==> config.mk <==
export PLATFORM = sky130hd
export DESIGN_NAME = cache_rd_arbiter
export DESIGN_NICKNAME = d
export VERILOG_FILES = /design/src/rtl/cache_rd_arbiter_pkg.sv /design/src/rtl/cache_rd_arbiter.sv
export SDC_FILE = /design/constraint.sdc
export NUM_CORES = 1
export LEC_CHECK = 0
export ABC_AREA = 1
export CORE_ASPECT_RATIO = 0.9
export CORE_MARGIN = 2
export CORE_UTILIZATION = 33
export DETAILED_ROUTE_END_ITERATION = 10
export GPL_TIMING_DRIVEN = 0
export PLACE_DENSITY = 0.81
export SYNTH_ARGS = -nofsm -noshare
export SYNTH_HDL_FRONTEND = slang
export SYNTH_SLANG_ARGS = --single-unit
==> constraint.sdc <==
create_clock -name clk -period 1.5 [get_ports clk]
set_clock_uncertainty 0.15 [all_clocks]
set_input_delay 0.3 -clock clk [delete_from_list [all_inputs] [get_ports clk]]
set_output_delay 0.3 -clock clk [all_outputs]
set_load 0.02 [all_outputs]
==> src/rtl/cache_rd_arbiter_pkg.sv <==
// ============================================================================
// cache_rd_arbiter_pkg : shared types and constants for the cache read arbiter
// Revision: 1.0
// ============================================================================
`default_nettype none

package cache_rd_arbiter_pkg;

  typedef enum logic [1:0] {RD_IDLE, RD_ADDR, RD_DATA} rd_arb_state_t;

  typedef struct packed {
    logic        req;
    logic [31:0] addr;
    logic [3:0]  len;
  } rd_req_t;

  // Legacy-compatible state encodings, tied to the enum values above
  localparam logic [1:0] ST_IDLE = RD_IDLE;
  localparam logic [1:0] ST_ADDR = RD_ADDR;
  localparam logic [1:0] ST_DATA = RD_DATA;

  localparam logic [2:0] AXI_SIZE_WORD  = 3'b010;
  localparam logic [1:0] AXI_BURST_INCR = 2'b01;

  localparam logic OWNER_IC = 1'b0;
  localparam logic OWNER_DC = 1'b1;

endpackage

`default_nettype wire

==> src/rtl/cache_rd_arbiter.sv <==
// ============================================================================
// cache_rd_arbiter : round-robin icache/dcache arbiter on one AXI AR/R channel
// Revision: 1.0
// ============================================================================
`default_nettype none

module cache_rd_arbiter
  import cache_rd_arbiter_pkg::*;
#(
  parameter logic [3:0] ICACHE_ID = 4'd0,
  parameter logic [3:0] DCACHE_ID = 4'd1
) (
  input  logic        clk,
  input  logic        reset,

  input  logic        ic_req,
  input  logic [31:0] ic_addr,
  input  logic [3:0]  ic_len,
  output logic        ic_addr_ok,
  output logic        ic_rvalid,
  output logic        ic_rlast,
  output logic        ic_rerr,

  input  logic        dc_req,
  input  logic [31:0] dc_addr,
  input  logic [3:0]  dc_len,
  output logic        dc_addr_ok,
  output logic        dc_rvalid,
  output logic        dc_rlast,
  output logic        dc_rerr,

  output logic [31:0] rdata_o,

  output logic [3:0]  arid,
  output logic [31:0] araddr,
  output logic [7:0]  arlen,
  output logic [2:0]  arsize,
  output logic [1:0]  arburst,
  output logic        arvalid,
  input  logic        arready,

  input  logic [3:0]  rid,
  input  logic [31:0] rdata,
  input  logic [1:0]  rresp,
  input  logic        rlast,
  input  logic        rvalid,
  output logic        rready,

  output logic        proto_err
);

  logic [1:0]  state_q,      state_d;
  logic        owner_q,      owner_d;
  logic        last_owner_q, last_owner_d;
  rd_req_t     req_q,        req_d;
  logic [3:0]  arid_q,       arid_d;
  logic [3:0]  beat_cnt_q,   beat_cnt_d;
  logic        proto_err_q,  proto_err_d;

  logic        grant_dc;
  logic        ar_fire;
  logic        r_fire;
  logic        unused_rresp0;

  // Round-robin: on contention the previous owner yields.
  assign grant_dc = (ic_req && dc_req) ? ~last_owner_q : dc_req;

  assign arvalid = (state_q == ST_ADDR);
  assign rready  = (state_q == ST_DATA);
  assign ar_fire = arvalid && arready;
  assign r_fire  = rready && rvalid;

  always_comb begin
    state_d      = state_q;
    owner_d      = owner_q;
    last_owner_d = last_owner_q;
    req_d        = req_q;
    arid_d       = arid_q;
    beat_cnt_d   = beat_cnt_q;
    proto_err_d  = proto_err_q;

    case (state_q)
      ST_IDLE: begin
        if (ic_req || dc_req) begin
          owner_d = grant_dc;
          req_d   = grant_dc ? '{req: 1'b1, addr: dc_addr, len: dc_len}
                             : '{req: 1'b1, addr: ic_addr, len: ic_len};
          arid_d  = grant_dc ? DCACHE_ID : ICACHE_ID;
          state_d = ST_ADDR;
        end
      end
      ST_ADDR: begin
        if (arready) begin
          beat_cnt_d = 4'd0;
          state_d    = ST_DATA;
        end
      end
      ST_DATA: begin
        if (rvalid) begin
          beat_cnt_d = beat_cnt_q + 4'd1;
          if (rid != arid_q) proto_err_d = 1'b1;
          // A short or long burst is flagged, but rlast still closes it.
          if (rlast) begin
            if (beat_cnt_q != req_q.len) proto_err_d = 1'b1;
            last_owner_d = owner_q;
            state_d      = ST_IDLE;
          end
        end
      end
      default: state_d = ST_IDLE;
    endcase
  end

  always_ff @(posedge clk) begin
    if (reset) begin
      state_q      <= ST_IDLE;
      owner_q      <= OWNER_IC;
      last_owner_q <= OWNER_DC;
      req_q        <= '0;
      arid_q       <= 4'd0;
      beat_cnt_q   <= 4'd0;
      proto_err_q  <= 1'b0;
    end else begin
      state_q      <= state_d;
      owner_q      <= owner_d;
      last_owner_q <= last_owner_d;
      req_q        <= req_d;
      arid_q       <= arid_d;
      beat_cnt_q   <= beat_cnt_d;
      proto_err_q  <= proto_err_d;
    end
  end

  assign araddr    = req_q.addr;
  assign arlen     = {4'b0, req_q.len};
  assign arid      = arid_q;
  assign arsize    = AXI_SIZE_WORD;
  assign arburst   = AXI_BURST_INCR;
  assign proto_err = proto_err_q;

  assign ic_addr_ok = ar_fire && (owner_q == OWNER_IC);
  assign dc_addr_ok = ar_fire && (owner_q == OWNER_DC);
  assign ic_rvalid  = r_fire && (owner_q == OWNER_IC);
  assign dc_rvalid  = r_fire && (owner_q == OWNER_DC);
  assign ic_rlast   = ic_rvalid && rlast;
  assign dc_rlast   = dc_rvalid && rlast;
  assign ic_rerr    = ic_rvalid && rresp[1];
  assign dc_rerr    = dc_rvalid && rresp[1];
  assign rdata_o    = rdata;

  assign unused_rresp0 = rresp[0];

endmodule

`default_nettype wire

==> reports/summary.txt, run 1 <==
Die height: 87.8 µm
Post-route cell area: 4740 µm²
Critical R2R Launch: state_q[1]
Top_reg_cell synth: dfxtp_1
Register area share after synthesis: 35.0%
Pin count of the biggest net entering global routing: 15
Yosys top cell area share: 35.0%
Commonest non-fill, non-tap cell in the layout: clkdlybuf4s50_1
FMAX: 0.577 GHz
Peak supply drop: 0.338 mV
DIE AREA: 8530 µm²
ANT nets after route: 0
Multi-input logic area: 1150 µm²
Hpwl dp: 6380 µm
RePlAce Congestion: 0.778
# nets final: 696
Reg2reg end: araddr[11]
CP required: 1050 ps
Register bit total from synthesis: 45
Hold Vio Cnt, Final: 0
Htree depth: 2
Inst Count DP: 650
PwrDens: 774 nW/µm²
# IOs: 209
Compound-cell area share of the yosys netlist: 23.8%
Synthesized instance count: 381
Final core occ: 62.8%
Synth Area in Adders: 0.485%
Worst min path class: primary input to flop
Xor and xnor area share after synthesis: 0%
Kind of critical path: flop to primary output
Hold path endpoint: state_q[1]
Post-synthesis simple-gate area fraction: 14.4%
Synth Cell Area: 2580 µm²
Root Buffer: clkbuf_8
Largest area contributor in the netlist: dfxtp_1
Overflow after GRT: 0
Row cnt: 30
Core Area: 7540 µm²
Grt met3 use: 5.99%
Vias per inst: 4.41
Tcrit/Tclk final: 116%
Routed vias: 2976
Final wirelength: 8300 µm
Total GRT Usage: 18.2%
Initial DRC Count: 104
Starting Density: 34.2%
Drt pass-1 iters: 5
Drt wl/cell: 12.3 µm
Fill cells: 685
Failing checks: setup timing
Non-Filler Instances: 675
Initial antenna violation count: 0
WHS Path Cells: 2
Top post-synthesis cells by area: dfxtp_1 35%, buf_4 14%, o21ai_0 9.5%
Slew Viols, Final: 0
Cell variety after synth: 20
Share of cells above drive strength 1: 22.8%
Reg2Reg Depth: 7
TritonCTS clock tree: yes
Final setup vio count: 10
Yosys warnings: 0
First-pass GRT wire length: 12700 µm
CTS clk-pin slew, worst paths: 80 ps
Startpoint types: flop
Lkg Pwr: 0.00227 µW
Longest Clk Path Bufs: 2
EDFF count, synth: 0
Post-CTS Hold Fix Bufs: 0
Post-Place Worst Slack: -801 ps
Minimum clock period: 1730 ps
Die width: 97.2 µm
FF/Latch Area: 911 µm²
Average size of a mapped cell: 6.77 µm²
# clock sinks: 45
Placement Cell Area: 4410 µm²
CP Data Arrival Time: 1280 ps
Area Overhead vs Synth: 83.9%
Most frequent cells in the layout: 111 x clkdlybuf4s50_1, 57 x buf_4, 54 x inv_1
Number of global-route vias before repair: 2792
Ys async rst share: 0%
RSZ-0062 raised after global routing: yes
Max cap viols: 0
Post-route DRC: 0
Num CTS Buffers: 5
GR Util met1: 21.4%
CP endpoint kind: primary output
Worst min-delay path startpoint: reset
Status: complete, but fails checks
Routing usage on met2: 32.3%
# diodes: 0
Post-synthesis mux area share: 0%
Tot Pwr: 3670 µW
Worst-skew pair later-pin latency: 300 ps
Gr busiest metal: met2
R2r setup slk: 10 ps
Maximum fanout along the worst path: 5
Largest family of logic cells by synthesized area: buffers and inverters
Port Buffers: 163
Setup ws final: -233 ps
## critical path: stages (launching register included)
cell and delay [ps]:
dfxtp_4 370, nor2_4 130, buf_4 140, nand2_4 80
nor3_4 130, buf_6 140
## final cells by class
class / count / share of cell area, %
buffer: 64 / 10.4
clock buffer: 5 / 1.45
multi-input combinational: 225 / 24.4
timing repair buffer: 180 / 37.2
inverter: 57 / 4.51
clock inverter: 3 / 0.369
tap: 96 / 2.53
sequential: 45 / 19.2
## worst max path at each step
stage | cells past startpoint | start | to
global placement | 6 | rvalid | dc_rlast
detailed placement | 6 | rvalid | dc_rlast
floorplan | 6 | state_q[1] | dc_rlast
finish | 5 | state_q[0] | ic_rerr
CTS | 7 | state_q[1] | dc_rlast
global route | 5 | state_q[0] | ic_rerr
## layer usage
metal	part of all wire [%]	up-vias
met1	39	1309
li1	-	1538
met3	8.1	4
met2	52	125
met4	0.58	0
met5	0	-
## flip-flops by register name (all words and copies together), names as in the netlist
signal,count
proto_err,1
arlen,4
beat_cnt_q,4
araddr,32
owner_q,1
state_q,2
last_owner_q,1
## synth_stat cells (2+ instances only)
library cell and instances:
clkbuf_1 7, conb_1 2, nor2_1 53, buf_4 48, nand2_1 29, nand3_1 3
buf_2 5, nor3_1 3, buf_6 4, inv_1 57, dfxtp_1 45, o21ai_1 25
a21oi_1 45, o21ai_0 49
## stage by stage
| step | TNS (ps) | hold WS (ps) |
|---|---|---|
| CTS | -1740 | 338 |
| global route | -3580 | 346 |
| finish | -1800 | 344 |
| detailed placement | -26140 | 343 |
| global placement | -24240 | 336 |
| floorplan | -112 | 219 |
## cell families (layout without fill, tap and decap cells)
| logic type | Yosys count | in the layout |
|---|---|---|
| DFF | 45 | 45 |
| buffers and inverters | 121 | 309 |
| other | 2 | 12 |
| and+or+nand+nor | 92 | 92 |
| adders and majority gates | 1 | 1 |
| AOI/OAI and AO/OA | 120 | 120 |
## what timing repair did
action                                 CTS  global route
gates cloned                             2             2
resized for setup                      136            42
endpoints found under the hold margin    0             0
setup endpoints to repair               86            56
setup buffers                            9             5
pin swaps                                6             4
## power breakdown
part	switching [µW]	internal, µW
registers	76.0	1330
clock network	431	322
logic	742	768
total	1250	2420
No activity file was read; power rests on OpenSTA's default activity.
==> inputs of run 2 (changes only) <==
--- a/config.mk
+++ b/config.mk
@@ -11,7 +11,9 @@
 export CORE_UTILIZATION = 33
 export DETAILED_ROUTE_END_ITERATION = 10
 export GPL_TIMING_DRIVEN = 0
+export HOLD_SLACK_MARGIN = 0.03
 export PLACE_DENSITY = 0.81
+export SKIP_LAST_GASP = 1
 export SYNTH_ARGS = -nofsm -noshare
 export SYNTH_HDL_FRONTEND = slang
 export SYNTH_SLANG_ARGS = --single-unit
==> run 2 against run 1 <==
Clock power about the same. Combinational power barely moved. Final area grew 0.34%. Setup slack hardly changed. Critical path type unchanged. Sequential power hardly changed. Largest power group unchanged. Highest routed layer unchanged. Fmax hardly changed. The run still ends with setup timing left. Largest cell class unchanged.
==> reports/summary.txt, run 2 (synthesis gave the netlist of run 1 again) <==
Status: complete, but fails checks (unchanged)
Failing checks: setup timing (unchanged)
Startpoint types: flop (unchanged)
Multi-input logic area: 1160 µm² (was 1150 µm²)
Commonest non-fill, non-tap cell in the layout: clkdlybuf4s50_1 (unchanged)
Longest Clk Path Bufs: 2 (unchanged)
Die width: 97.2 µm (unchanged)
DIE AREA: 8530 µm² (unchanged)
CP dominant cell by count: buf_6
Core Area: 7540 µm² (unchanged)
Starting Density: 34.2% (unchanged)
Grt met3 use: 6.07% (was 5.99%)
Critical Path Max Stage Delay: 370 ps (about the same)
GR Util met1: 21.4% (about the same)
CP Data Arrival Time: 1280 ps (about the same)
CP endpoint kind: primary output (unchanged)
Final wirelength: 8420 µm (was 8300 µm)
Lkg Pwr: 0.00229 µW (was 0.00227 µW)
Routed vias: 2992 (was 2976)
Most frequent cells in the layout: 110 x clkdlybuf4s50_1, 59 x buf_4, 53 x inv_1 (was 111 x clkdlybuf4s50_1, 57 x buf_4, 54 x inv_1)
CP required: 1050 ps (about the same)
Fill cells: 687 (was 685)
TritonCTS clock tree: yes (unchanged)
FF/Latch Area: 911 µm² (unchanged)
# nets final: 697 (was 696)
Initial DRC Count: 101 (was 104)
Gr busiest metal: met2 (unchanged)
Kind of critical path: flop to primary output (unchanged)
Routing usage on met2: 32.3% (unchanged)
WHS Path Cells: 4 (was 2)
Post-route DRC: 0 (unchanged)
# clock sinks: 45 (unchanged)
Vias per inst: 4.43 (was 4.41)
Number of flip-flops in the largest register: 32 (unchanged)
Slew Viols, Final: 0 (unchanged)
Worst min path class: primary input to flop (unchanged)
FMAX: 0.577 GHz (about the same)
Htree depth: 2 (unchanged)
Max cap viols: 0 (unchanged)
PwrDens: 772 nW/µm² (was 774 nW/µm²)
# diodes: 0 (unchanged)
Reg2Reg Depth: 9 (was 7)
CTS clk-pin slew, worst paths: 90 ps (was 80 ps)
Reg2reg end: beat_cnt_q[1] (was araddr[11])
Hold Vio Cnt, Final: 0 (unchanged)
Peak supply drop: 0.339 mV (was 0.338 mV)
First-pass GRT wire length: 12700 µm (about the same)
# IOs: 209 (unchanged)
Tcrit/Tclk final: 116% (about the same)
Worst min-delay path startpoint: rlast (was reset)
Hold path endpoint: state_q[1] (unchanged)
Overflow after GRT: 0 (unchanged)
Minimum clock period: 1730 ps (about the same)
RSZ-0062 raised after global routing: yes (unchanged)
Initial antenna violation count: 0 (unchanged)
Tot Pwr: 3670 µW (about the same)
Port Buffers: 163 (unchanged)
CP max-delay cell: dfxtp_4 (unchanged)
Total GRT Usage: 18.3% (was 18.2%)
Drt wl/cell: 12.5 µm (was 12.3 µm)
Area Overhead vs Synth: 84.6% (was 83.9%)
Root Buffer: clkbuf_8 (unchanged)
Die height: 87.8 µm (unchanged)
Num CTS Buffers: 5 (unchanged)
R2r setup slk: 0 ps (was 10 ps)
Pin count of the biggest net entering global routing: 15 (unchanged)
Worst-skew pair later-pin latency: 300 ps (about the same)
Row cnt: 30 (unchanged)
Hold slack: 215 ps (was 344 ps)
Drt pass-1 iters: 6 (was 5)
Setup ws final: -233 ps (about the same)
Share of cells above drive strength 1: 23.3% (was 22.8%)
Critical R2R Launch: state_q[0] (was state_q[1])
Hpwl dp: 6380 µm (unchanged)
RePlAce Congestion: 0.778 (unchanged)
Number of global-route vias before repair: 2795 (was 2792)
Maximum fanout along the worst path: 5 (unchanged)
Final setup vio count: 11 (was 10)
Crit path cell chain: nor2_4, buf_6, nand2_4, nor3_4, buf_6 (was nor2_4, buf_4, nand2_4, nor3_4, buf_6)
ANT nets after route: 0 (unchanged)
run 2: cell types whose count changed in the layout (fill, tap and decap cells not counted), moves of 2 or more:
cell            delta
o21ai_0            +2
buf_4              +2
dlymetal6s2s_1     +2
o21ai_1            -2
run 2: layer usage:
metal  part of all wire [%]  wire length [µm]  vias up
met5                      0                 0        -
met4                   0.58                49        0
met1                     39              3310     1321
li1                       -                 -     1538
met3                    8.0               676        4
met2                     52              4390      129
run 2: stage by stage:
stage	worst slack, ps	util, %	area (µm²)	instances	setup TNS, ps
global placement	-790	58.5	4410	650	-24240
floorplan	-40.6	-	2660	391	-112
detailed placement	-801	58.5	4410	650	-26140
finish	-233	63.1	4760	676	-1730
CTS	-302	60.6	4580	668	-1840
global route	-295	63.1	4760	676	-3900
run 2: report_power, final:
group	internal, µW	switching, µW	total [µW]
combinational	768	746	1510
sequential	1330	76.0	1400
clock	322	433	756
run 2: how the worst max path moves through the flow:
stage,slack [ps],from,to,depth (start not counted)
2_1_floorplan,-40,state_q[1],dc_rlast,6
4_1_cts,-300,rvalid,dc_rlast,6
3_5_place_dp,-800,rvalid,dc_rlast,6
5_1_grt,-300,state_q[0],dc_rlast,6
6_report,-230,state_q[0],ic_rerr,5
3_3_place_gp,-790,rvalid,dc_rlast,6
run 2: worst max-delay path: cells and delay by family (launching register included):
family                 cells  cell delay, ps
DFF                        1             370
and+or+nand+nor            3             360
buffers and inverters      2             260
run 2: what timing repair did:
item                       CTS  global route
resized for setup          128            52
buffers inserted             9             8
pin swaps                    6             9
hold buffers                 0             0
setup endpoints to repair   86            56
cloned                       2             2
run 2: layout make-up:
| class | count | share of cell area [%] |
|---|---|---|
| plain buffers | 64 | 10.2 |
| clock buffers | 5 | 1.45 |
| clock inverters | 3 | 0.368 |
| inverters | 57 | 4.50 |
| multi-input cells | 225 | 24.5 |
| flip-flops and latches | 45 | 19.1 |
| well taps | 96 | 2.52 |
| repair buffers | 181 | 37.3 |
